--- config.mk ---
export PLATFORM = sky130hd
export DESIGN_NAME = tstamp_capture_ahbl
export DESIGN_NICKNAME = d
export VERILOG_FILES = /design/src/rtl/tstamp_capture_ahbl.sv
export SDC_FILE = /design/constraint.sdc
export NUM_CORES = 1
export LEC_CHECK = 0
export CORE_ASPECT_RATIO = 1.5
export CORE_MARGIN = 2
export CORE_UTILIZATION = 25
export DETAILED_ROUTE_END_ITERATION = 10
export GPL_TIMING_DRIVEN = 0
export PLACE_DENSITY = 0.45
export RECOVER_POWER = 25
export SYNTH_ARGS = -nofsm -noshare
export SYNTH_HDL_FRONTEND = slang
export SYNTH_SLANG_ARGS = --single-unit
--- constraint.sdc ---
create_clock -name clk -period 5.4 [get_ports clk]
set_input_delay 0.54 -clock clk [delete_from_list [all_inputs] [get_ports clk]]
set_output_delay 0.54 -clock clk [all_outputs]
set_load 0.02 [all_outputs]
--- src/rtl/tstamp_capture_ahbl.sv ---
// Timestamp capture: 4 event channels -> pending -> timestamp FIFO, AHB-Lite regs.
// Define TSTAMP_GLITCH_FILTER_EN to add a 3-sample stability filter per channel.
module tstamp_capture_ahbl #(
    parameter int FIFO_DEPTH = 8,
    parameter int NUM_CH     = 4
) (
    input  logic              clk,
    input  logic              resetn,
    input  logic [31:0]       systime_i,
    input  logic [NUM_CH-1:0] evt_i,
    input  logic [31:0]       ahbl_haddr_i,
    input  logic [2:0]        ahbl_hburst_i,
    input  logic [2:0]        ahbl_hsize_i,
    input  logic [1:0]        ahbl_htrans_i,
    input  logic [31:0]       ahbl_hwdata_i,
    input  logic              ahbl_hready_i,
    input  logic              ahbl_hsel_i,
    input  logic              ahbl_hwrite_i,
    output logic [31:0]       ahbl_hrdata_o,
    output logic              ahbl_hreadyout_o,
    output logic              ahbl_hresp_o,
    output logic              int_o
);

    localparam int AW = $clog2(FIFO_DEPTH);
    localparam int LW = 5;

    localparam logic [7:0] A_STATUS = 8'h00;
    localparam logic [7:0] A_CTRL   = 8'h04;
    localparam logic [7:0] A_POP    = 8'h08;
    localparam logic [7:0] A_HEAD   = 8'h0C;
    localparam logic [7:0] A_CLEAR  = 8'h10;
    localparam logic [7:0] A_THRESH = 8'h14;

    logic [8:0]        ctrl;
    logic [4:0]        thresh;
    logic              ovf;
    logic [NUM_CH-1:0] en, pol;

    assign en  = ctrl[NUM_CH-1:0];
    assign pol = ctrl[2*NUM_CH-1:NUM_CH];

    // ---------------- event synchronisation and edge detect
    logic [NUM_CH-1:0] sync1, sync2, lvl, hist, det;

    always_ff @(posedge clk or negedge resetn) begin
        if (!resetn) begin
            sync1 <= '0;
            sync2 <= '0;
        end else begin
            sync1 <= evt_i;
            sync2 <= sync1;
        end
    end

`ifdef TSTAMP_GLITCH_FILTER_EN
    logic [NUM_CH-1:0] smp0, smp1;

    always_ff @(posedge clk or negedge resetn) begin
        if (!resetn) begin
            smp0 <= '0;
            smp1 <= '0;
        end else begin
            smp0 <= sync2;
            smp1 <= smp0;
        end
    end

    // hist doubles as the filter state: it only follows three equal samples
    always_comb begin
        lvl = hist;
        for (int i = 0; i < NUM_CH; i++) begin
            if ((sync2[i] == smp0[i]) && (smp0[i] == smp1[i])) begin
                lvl[i] = sync2[i];
            end
        end
    end
`else
    assign lvl = sync2;
`endif

    // history resets high: the inactive level of the reset (falling) polarity
    always_ff @(posedge clk or negedge resetn) begin
        if (!resetn) begin
            hist <= '1;
            det  <= '0;
        end else begin
            hist <= lvl;
            det  <= (lvl & ~hist & pol) | (~lvl & hist & ~pol);
        end
    end

    // ---------------- AHB-Lite access tracking
    logic       acc, ph_v, ph_wr;
    logic [7:0] ph_addr;
    logic       wr_en, rd_en;

    assign acc = ahbl_hsel_i & ahbl_htrans_i[1] & ahbl_hready_i;

    always_ff @(posedge clk or negedge resetn) begin
        if (!resetn) begin
            ph_v    <= 1'b0;
            ph_wr   <= 1'b0;
            ph_addr <= '0;
        end else if (ph_v) begin
            ph_v <= 1'b0;
        end else if (acc) begin
            ph_v    <= 1'b1;
            ph_wr   <= ahbl_hwrite_i;
            ph_addr <= ahbl_haddr_i[7:0];
        end
    end

    assign wr_en            = ph_v & ph_wr;
    assign rd_en            = ph_v & ~ph_wr;
    assign ahbl_hreadyout_o = ~ph_v;
    assign ahbl_hresp_o     = 1'b0;

    logic flush, clr_ovf;
    assign flush   = wr_en & (ph_addr == A_CLEAR) & ahbl_hwdata_i[0];
    assign clr_ovf = wr_en & (ph_addr == A_CLEAR) & ahbl_hwdata_i[1];

    // ---------------- pending bits and arbiter
    logic [NUM_CH-1:0] pend, pend_n, cap;
    logic [31:0]       ts_q [NUM_CH];
    logic              push_v, drop_evt;
    logic [1:0]        push_ch;

    assign cap      = det & en & ~pend;
    assign drop_evt = |(det & en & pend);

    always_comb begin
        push_v  = |pend;
        push_ch = '0;
        for (int i = NUM_CH - 1; i >= 0; i--) begin
            if (pend[i]) push_ch = 2'(i);
        end
    end

    always_comb begin
        pend_n = pend;
        if (push_v) pend_n[push_ch] = 1'b0;
        if (flush) pend_n = '0;
        pend_n = pend_n | cap;
    end

    always_ff @(posedge clk or negedge resetn) begin
        if (!resetn) begin
            pend <= '0;
            for (int i = 0; i < NUM_CH; i++) ts_q[i] <= '0;
        end else begin
            pend <= pend_n;
            for (int i = 0; i < NUM_CH; i++) begin
                if (cap[i]) ts_q[i] <= systime_i;
            end
        end
    end

    // ---------------- timestamp FIFO
    logic [31:0]   mem_ts [FIFO_DEPTH];
    logic [1:0]    mem_ch [FIFO_DEPTH];
    logic [AW-1:0] wptr, rptr;
    logic [LW-1:0] level;
    logic          empty, full, do_pop, push_ok, push_drop, ovf_set;

    assign empty     = (level == '0);
    assign full      = (level == LW'(FIFO_DEPTH));
    assign do_pop    = rd_en & (ph_addr == A_POP) & ~empty;
    assign push_ok   = push_v & ~flush & (~full | do_pop);
    assign push_drop = push_v & ~flush & full & ~do_pop;
    assign ovf_set   = push_drop | drop_evt;

    always_ff @(posedge clk) begin
        if (push_ok) begin
            mem_ts[wptr] <= ts_q[push_ch];
            mem_ch[wptr] <= push_ch;
        end
    end

    always_ff @(posedge clk or negedge resetn) begin
        if (!resetn) begin
            wptr  <= '0;
            rptr  <= '0;
            level <= '0;
        end else if (flush) begin
            wptr  <= '0;
            rptr  <= '0;
            level <= '0;
        end else begin
            if (push_ok) wptr <= wptr + 1'b1;
            if (do_pop) rptr <= rptr + 1'b1;
            if (push_ok && !do_pop) level <= level + 1'b1;
            else if (!push_ok && do_pop) level <= level - 1'b1;
        end
    end

    // ---------------- registers, read data, interrupt
    always_ff @(posedge clk or negedge resetn) begin
        if (!resetn) begin
            ctrl   <= '0;
            thresh <= 5'd1;
            ovf    <= 1'b0;
        end else begin
            if (wr_en && ph_addr == A_CTRL) ctrl <= ahbl_hwdata_i[8:0];
            if (wr_en && ph_addr == A_THRESH) thresh <= ahbl_hwdata_i[4:0];
            if (clr_ovf) ovf <= 1'b0;
            if (ovf_set) ovf <= 1'b1;
        end
    end

    logic [31:0] rd_val;

    always_comb begin
        rd_val = '0;
        case (ph_addr)
            A_STATUS: rd_val = {21'b0, ovf, full, empty, 3'b0, level};
            A_CTRL:   rd_val = {23'b0, ctrl};
            A_POP:    rd_val = empty ? '0 : mem_ts[rptr];
            A_HEAD:   rd_val = empty ? '0 : {30'b0, mem_ch[rptr]};
            A_THRESH: rd_val = {27'b0, thresh};
            default:  rd_val = '0;
        endcase
    end

    always_ff @(posedge clk or negedge resetn) begin
        if (!resetn) begin
            ahbl_hrdata_o <= '0;
            int_o         <= 1'b0;
        end else begin
            if (rd_en) ahbl_hrdata_o <= rd_val;
            else if (wr_en) ahbl_hrdata_o <= '0;
            int_o <= ctrl[8] & (((level >= thresh) & (thresh != '0)) | ovf);
        end
    end

    logic unused_bits;
    assign unused_bits = ^{ahbl_haddr_i[31:8], ahbl_hburst_i, ahbl_hsize_i,
                           ahbl_htrans_i[0], ahbl_hwdata_i[31:9]};

endmodule
# --- After elaboration in Yosys (flattened, before gate mapping) ---
# Memory sizes are Yosys's and may differ from the RTL's.
# Cells that the tools add are included.
classes:
  n_bitwise: 40
  add_sub_neg: 4
  n_reduce_logical: 18
  eq_ne: 6
  order_cmp: 4
  muxes: 29
ops:
  columns: ["op", "n"]
  rows:
  - ["32-bit 2-to-1 mux", 5]
  - ["32-bit one-hot mux with 5 select lines", 1]
  - ["32-bit binary-select mux with 2-bit select", 1]
  - ["4-bit bitwise AND", 8]
  - ["4-bit NOT", 5]
  - ["8-bit by 4-bit == test with 1-bit output, second input constant", 2]
  - ["8-bit by 5-bit == test with 1-bit output, second input constant", 2]
  - ["1-bit bitwise AND", 15]
  - ["5-bit 2-to-1 mux", 3]
  - ["3-bit 2-to-1 mux", 4]
  - ["2-bit 2-to-1 mux", 5]
  - ["8-bit by 3-bit == test with 1-bit output, second input constant", 1]
  - ["8-bit logical NOT", 1]
  - ["4-bit 2-to-1 mux", 2]
  - ["4-bit OR", 2]
  - ["2-bit nonzero test", 4]
  - ["4-bit OR reduction", 2]
  - ["1-bit 2-to-1 mux", 7]
  - ["3-bit by 1-bit adder with 3-bit output, second input constant", 2]
  - ["1-bit NOT", 6]
  - ["5-bit by 1-bit adder with 5-bit output, second input constant", 1]
  - ["5-bit by 4-bit == test with 1-bit output, second input constant", 1]
  - ["5-bit greater-or-equal comparator", 1]
  - ["1-bit logical AND", 5]
  - ["other kinds (12)", 15]
totals:
  mem_count: 2
  reg_bits: 217
  wordCells: 123
  input_bits: 113
  out_inout_bits: 35
  ramBits: 272
memory_table:
  columns: ["name", "words", "word_bits", "rd", "rd_clocked_by_memory_dff", "write_ports", "line", "rtl"]
  rows:
  - ["mem_ts", 8, 32, 1, 0, 1, "160", "logic [31:0] mem_ts [FIFO_DEPTH];"]
  - ["mem_ch", 8, 2, 1, 0, 1, "161", "logic [1:0] mem_ch [FIFO_DEPTH];"]

# --- Depth between registers and ports, before layout ---
depth:
  depth_word: 13
  depth_mapped: 12
  mapped_depth_nobuf: 10

# --- Least setup slack after synthesis ---
# No wires, ideal clock.
synth_path:
  path_type: "register to register"
  from: "register ph_addr[2]"
  to: "memory mem_ch[2][0], enable pin"
  period_less_slack_ps: 5382
  t_required_ps: 4878
  setup_ps: 522
  slack_ps: 18
  path_stages_with_launch: 6
  arrival_time_ps: 4859
  n_path_buf: 1
  cell_sequence: "dfrtp_1 buf_2 nor3_1 and3_1 o21ai_0 nor4b_1"
synth_between:
  elab_chain_len: 8
  word_cells_on_any_way: 12
  cone_classes: "2 x eq/ne; 2 x mux; 8 x bitwise"
synth_rtl:
  columns: ["item", "line", "rtl"]
  rows:
  - ["start, declared", "95", "logic [7:0] ph_addr;"]
  - ["start signal, assigned", "110", "ph_addr <= ahbl_haddr_i[7:0];"]
  - ["8-bit by 5-bit == test with 1-bit output", "120", "assign flush = wr_en & (ph_addr == A_CLEAR) & ahbl_hwdata_i[0];"]
  - ["1-bit bitwise AND (2 in series)", "120", null]
  - ["1-bit NOT", "169", "assign push_ok = push_v & ~flush & (~full | do_pop);"]
  - ["1-bit bitwise AND", "169", null]
  - ["1-bit bitwise AND *", "169", null]
  - ["1-bit 2-to-1 mux *", "174", "if (push_ok) begin"]
  - ["1-bit 2-to-1 mux (not written as such) *", "176", "mem_ch[wptr] <= push_ch;"]
  - ["end, declared", "161", null]
# Mark *: on every way between the ends. The rest lies on a longest branch, timed or not.

# --- Worst setup path after layout ---
layout_path:
  from: "register ph_addr[5]"
  to: "register level[4]"
layout_between:
  elab_chain_len: 9
  word_cells_on_any_way: 17
  cone_classes: "2 x eq/ne; 2 x mux; 8 x bitwise; 5 x reduce/logical"
layout_rtl:
  columns: ["item", "line", "rtl"]
  rows:
  - ["8-bit by 5-bit == test with 1-bit output", "120", null]
  - ["1-bit bitwise AND (2 in series)", "120", null]
  - ["1-bit NOT", "169", null]
  - ["1-bit bitwise AND (2 in series)", "169", null]
  - ["1-bit logical AND or 1-bit logical NOT (tied branches)", "192, 193", null]
  - ["5-bit 2-to-1 mux or 1-bit logical AND (tied branches)", "192, 193", null]
  - ["5-bit 2-to-1 mux or 3-bit nonzero test (tied branches)", null, null]
  - ["end signal, assigned", "192", "if (push_ok && !do_pop) level <= level + 1'b1;"]
  - ["end signal, assigned", "193", "else if (!push_ok && do_pop) level <= level - 1'b1;"]
  - ["end, declared", "163", "logic [LW-1:0] level;"]
# Parallel ways exist; a longest one is shown, timed or not.
# A chain may end at the register's enable or synchronous reset.

==> results.md <==
- Status: complete, but fails checks
- Failing checks: max-capacitance violations, max-slew violations
- Diode count: 0
- Pin count of the biggest net entering global routing: between 100 and 150
- RSZ-0062 raised after global routing: false
- Avg WL per Cell: 21.1 um
- Final core utilization: 30.6%
- Max IR drop VDD: between 0.2 and 0.25 mV
- Synth Area in Adders: 0.800%
- Post-CTS Setup Repair Bufs: 0
- All-Layer GR Usage: between 10% and 20%
- P per Cell Area: between 300 and 400 nW/um^2
- Chip height: 348 um
- XOR/XNOR share of the synthesized area: less than 1%
- Clk Latency, worst-skew pair: between 0.5 and 0.6 ns
- Fin Setup TNS: 0 ns
- Critical Path Source: ph_addr[5]$_DFFE_PN0P_
- First-pass DRT Iterations: 7
- Avg Inst Size Synth: approximately 16 um^2
- DP Cell Count: 2358
- Largest family of logic cells by synthesized area: multiplexers
- Worst Tran Pin Value: 2.76 ns
- Nature of the critical path startpoint: register
- Syn Inst Count: roughly 1200
- Maxcap violations: 3
- CTS Buf Count: 47
- Pwr Total: 9.26 mW
- Worst R2R Start: ph_addr[5]$_DFFE_PN0P_
- DP Wirelength: roughly 37000 um
- Die Outline Area: a little over 80000 um^2
- Worst r2r dst: level[4]$_DFFE_PN0P_
- Max Slew Vio Count: roughly 230
- Ys Warns: 0
- FF+latch count, synth: about 490
- Leakage: approximately 8.6 nW
- Number of synthesized flops with an enable pin: between 200 and 300
- Clk slew on worst S/H paths: about 0.060 ns
- Worst R2R Setup Slack: around 1.1 ns
- Post-synthesis compound-gate area fraction: under 10%
- Cell area after synthesis: 19700 um^2
- Shortest period the worst path allows: 4.29 ns
- Initial Util: approximately 25%
- Root Driver: clkbuf_16
- Synth cell types: between 50 and 60
- Layout cell share with drive strength beyond 1: 23.9%
- Setup crit end kind: register
- Number of global-route vias before repair: roughly 12000
- Core Region: around 78000 um^2
- DRC: 0
- Hold Crit Class: reg -> reg
- Layout Nets: between 1500 and 2000
- Area grow syn2layout: 21.7%
- I/O pins: about 150
- Critical path class: reg -> reg
- Final clock period utilization by the worst path: 79.4%
- Resized Gates After CTS: 0
- Via count: between 10000 and 15000
- Clk sinks: just under 500
- Fin cells: between 2000 and 2500
- CTS Hold Bufs: 0
- Final wirelength: 51500 um
- Crit path to: level[4]$_DFFE_PN0P_
- Post-Synth Simple-Gate Area: 5.30%
- Mapped Nets: ~1300
- Worst EP required: 5.90 ns
- Overflow after GRT: 0
- Fmax: 233 MHz
- H-tree Lvls: 2
- Setup-failing EPs final: 0
- Routability cong.: roughly 0.75
- DR vias/cell: ~4.5
- Hold Violations, Final: 0
- Critical Path AT: approximately 4.8 ns
- Asr flop ratio synth: 44.4%
- Rel. slew slack: -83.7%
- CTS tree: built
- Crit Path Max Fanout: 8
- DIE WIDTH: between 200 and 250 um
- Ys flop type: edfxtp_1
- Rows: around 130
- Register area share after synthesis: 69.0%
- R2R depth: 11
- ANT nets after route: 0
- Count of routing violations after the opening detailed-route iteration: between 600 and 700
- Initial antenna violation count: 5
- I/O Buffers: 92
- Clock skew: ~0.010 ns
- Mux cell area share after synthesis: about 18%
- First-pass GRT wire length: 77000 um
- Max Buffers Root-to-Sink: 3
[per-stage QoR]
stage / hold WS, ns / worst slack, ns / area [um^2]
6_report: 0.349 / 1.11 / 24000
3_5_place_dp: 0.339 / 1.60 / 22400
4_1_cts: 0.0564 / 1.56 / 24000
2_1_floorplan: 0.244 / 0.0185 / 19700
5_1_grt: 0.359 / 0.723 / 24000
3_3_place_gp: 0.338 / -6.05 / 21900
[worst max-delay path, cell delays in order (launching register included)]
cell and delay (ns):
dfrtp_1 0.42, or3_1 0.37, clkbuf_1 0.21, nor4_1 1.33, a311oi_1 0.22, nand2_1 0.32
ha_1 0.33, a21oi_1 0.15, nand2_1 0.12, or4_1 0.44, a21o_1 0.17, a21oi_1 0.11
[per-layer routing]
metal	vias to the layer above	share of wire [%]	global-route usage (%)
li1	4955	-	-
met1	5737	39	14.4
met2	164	55	24.1
met3	83	3.5	2.11
met4	10	3.0	4.47
met5	-	0.12	0
[synthesized netlist by cell type (2+ instances only)]
cell type,instances,share of area (%)
buf_2,16,0.41
o21ai_0,52,1.3
clkbuf_1,39,0.74
or4_1,3,0.11
dfstp_2,5,0.67
mux2_2,113,6.5
xor2_1,4,0.18
dfrtp_1,212,27
nor4_1,5,0.16
xnor2_1,3,0.13
buf_4,7,0.27
nor2_1,27,0.51
nor3_1,9,0.23
a21o_1,2,0.076
nand2b_1,4,0.13
a22o_1,6,0.27
nand4_1,4,0.13
buf_1,3,0.057
and3_1,3,0.095
nand2_1,141,2.7
a21oi_1,10,0.25
o2bb2ai_1,21,0.93
mux2i_1,68,3.5
a22oi_1,34,1.3
nor3b_1,2,0.076
nand3_1,11,0.28
nor4_4,3,0.32
edfxtp_1,272,41
mux4_2,68,7.8
a221o_1,7,0.36
ha_1,11,0.70
inv_1,11,0.21
o31ai_1,4,0.15
nand3b_1,7,0.27
[cell usage in the layout (no fill, tap or decap), drive strengths merged, types with 8 or more instances in the layout]
master / synthesis / routed
nand3: 11 / 11
nor4: 8 / 8
mux2: 113 / 113
a21oi: 10 / 10
nor3: 10 / 10
edfxtp: 272 / 272
nand2: 141 / 141
clkdlybuf4s50: 0 / 87
mux2i: 68 / 68
buf: 26 / 62
o2bb2ai: 21 / 21
clkinv: 0 / 16
clkbuf: 39 / 105
nor2: 27 / 27
a22oi: 34 / 34
dfrtp: 212 / 212
mux4: 68 / 68
o21ai: 52 / 52
ha: 11 / 11
inv: 12 / 12
[report_power, final]
part           switching, mW  leakage (nW)  total [mW]  internal [mW]
Combinational          0.752          2.86        1.31          0.556
Sequential             0.143          4.95        4.43           4.29
Clock                   1.43         0.817        3.52           2.09
Total                   2.33          8.64        9.26           6.93
[flip-flops by register name, summed over array words and instances (netlist names), 4 cells and up]
name / cells
ahbl_hrdata_o: 32
level: 5
ts_q: 128
mem_ch: 16
det: 4
thresh: 5
pend: 4
hist: 4
sync1: 4
ph_addr: 8
ctrl: 9
lvl: 4
mem_ts: 256
[cell type report]
class	instances	area [um^2]
Buffer	65	289
Clock buffer	63	1350
Clock inverter	24	298
Fill cell	7646	54400
Inverter	12	45.0
Multi-Input combinational cell	638	5800
Sequential cell	489	13600
Tap cell	1024	1280
Timing Repair Buffer	130	1320
[cells by family (layout without fill, tap and decap cells)]
logic type | Yosys count | count (layout)
buffers and inverters | 77 | 294
AOI/OAI and AO/OA | 144 | 144
adders and majority gates | 12 | 12
muxes | 249 | 249
xor gates and xnor gates | 7 | 7
and+or+nand+nor | 225 | 225
other | 1 | 1
DFF | 489 | 489
[worst min-delay path by stage]
stage / startpoint / to / slack, ns / cells past startpoint
2_1_floorplan: resetn / ahbl_hrdata_o[0]$_DFFE_PN0P_ / 0.24 / 0
3_3_place_gp: sync1[2]$_DFF_PN0_ / lvl[2]$_DFF_PN0_ / 0.34 / 0
3_5_place_dp: sync1[3]$_DFF_PN0_ / lvl[3]$_DFF_PN0_ / 0.34 / 0
4_1_cts: resetn / ts_q[36]$_DFFE_PN0P_ / 0.06 / 1
5_1_grt: sync1[3]$_DFF_PN0_ / lvl[3]$_DFF_PN0_ / 0.36 / 0
6_report: sync1[3]$_DFF_PN0_ / lvl[3]$_DFF_PN0_ / 0.35 / 0
Power figures use the tool's default switching activity.
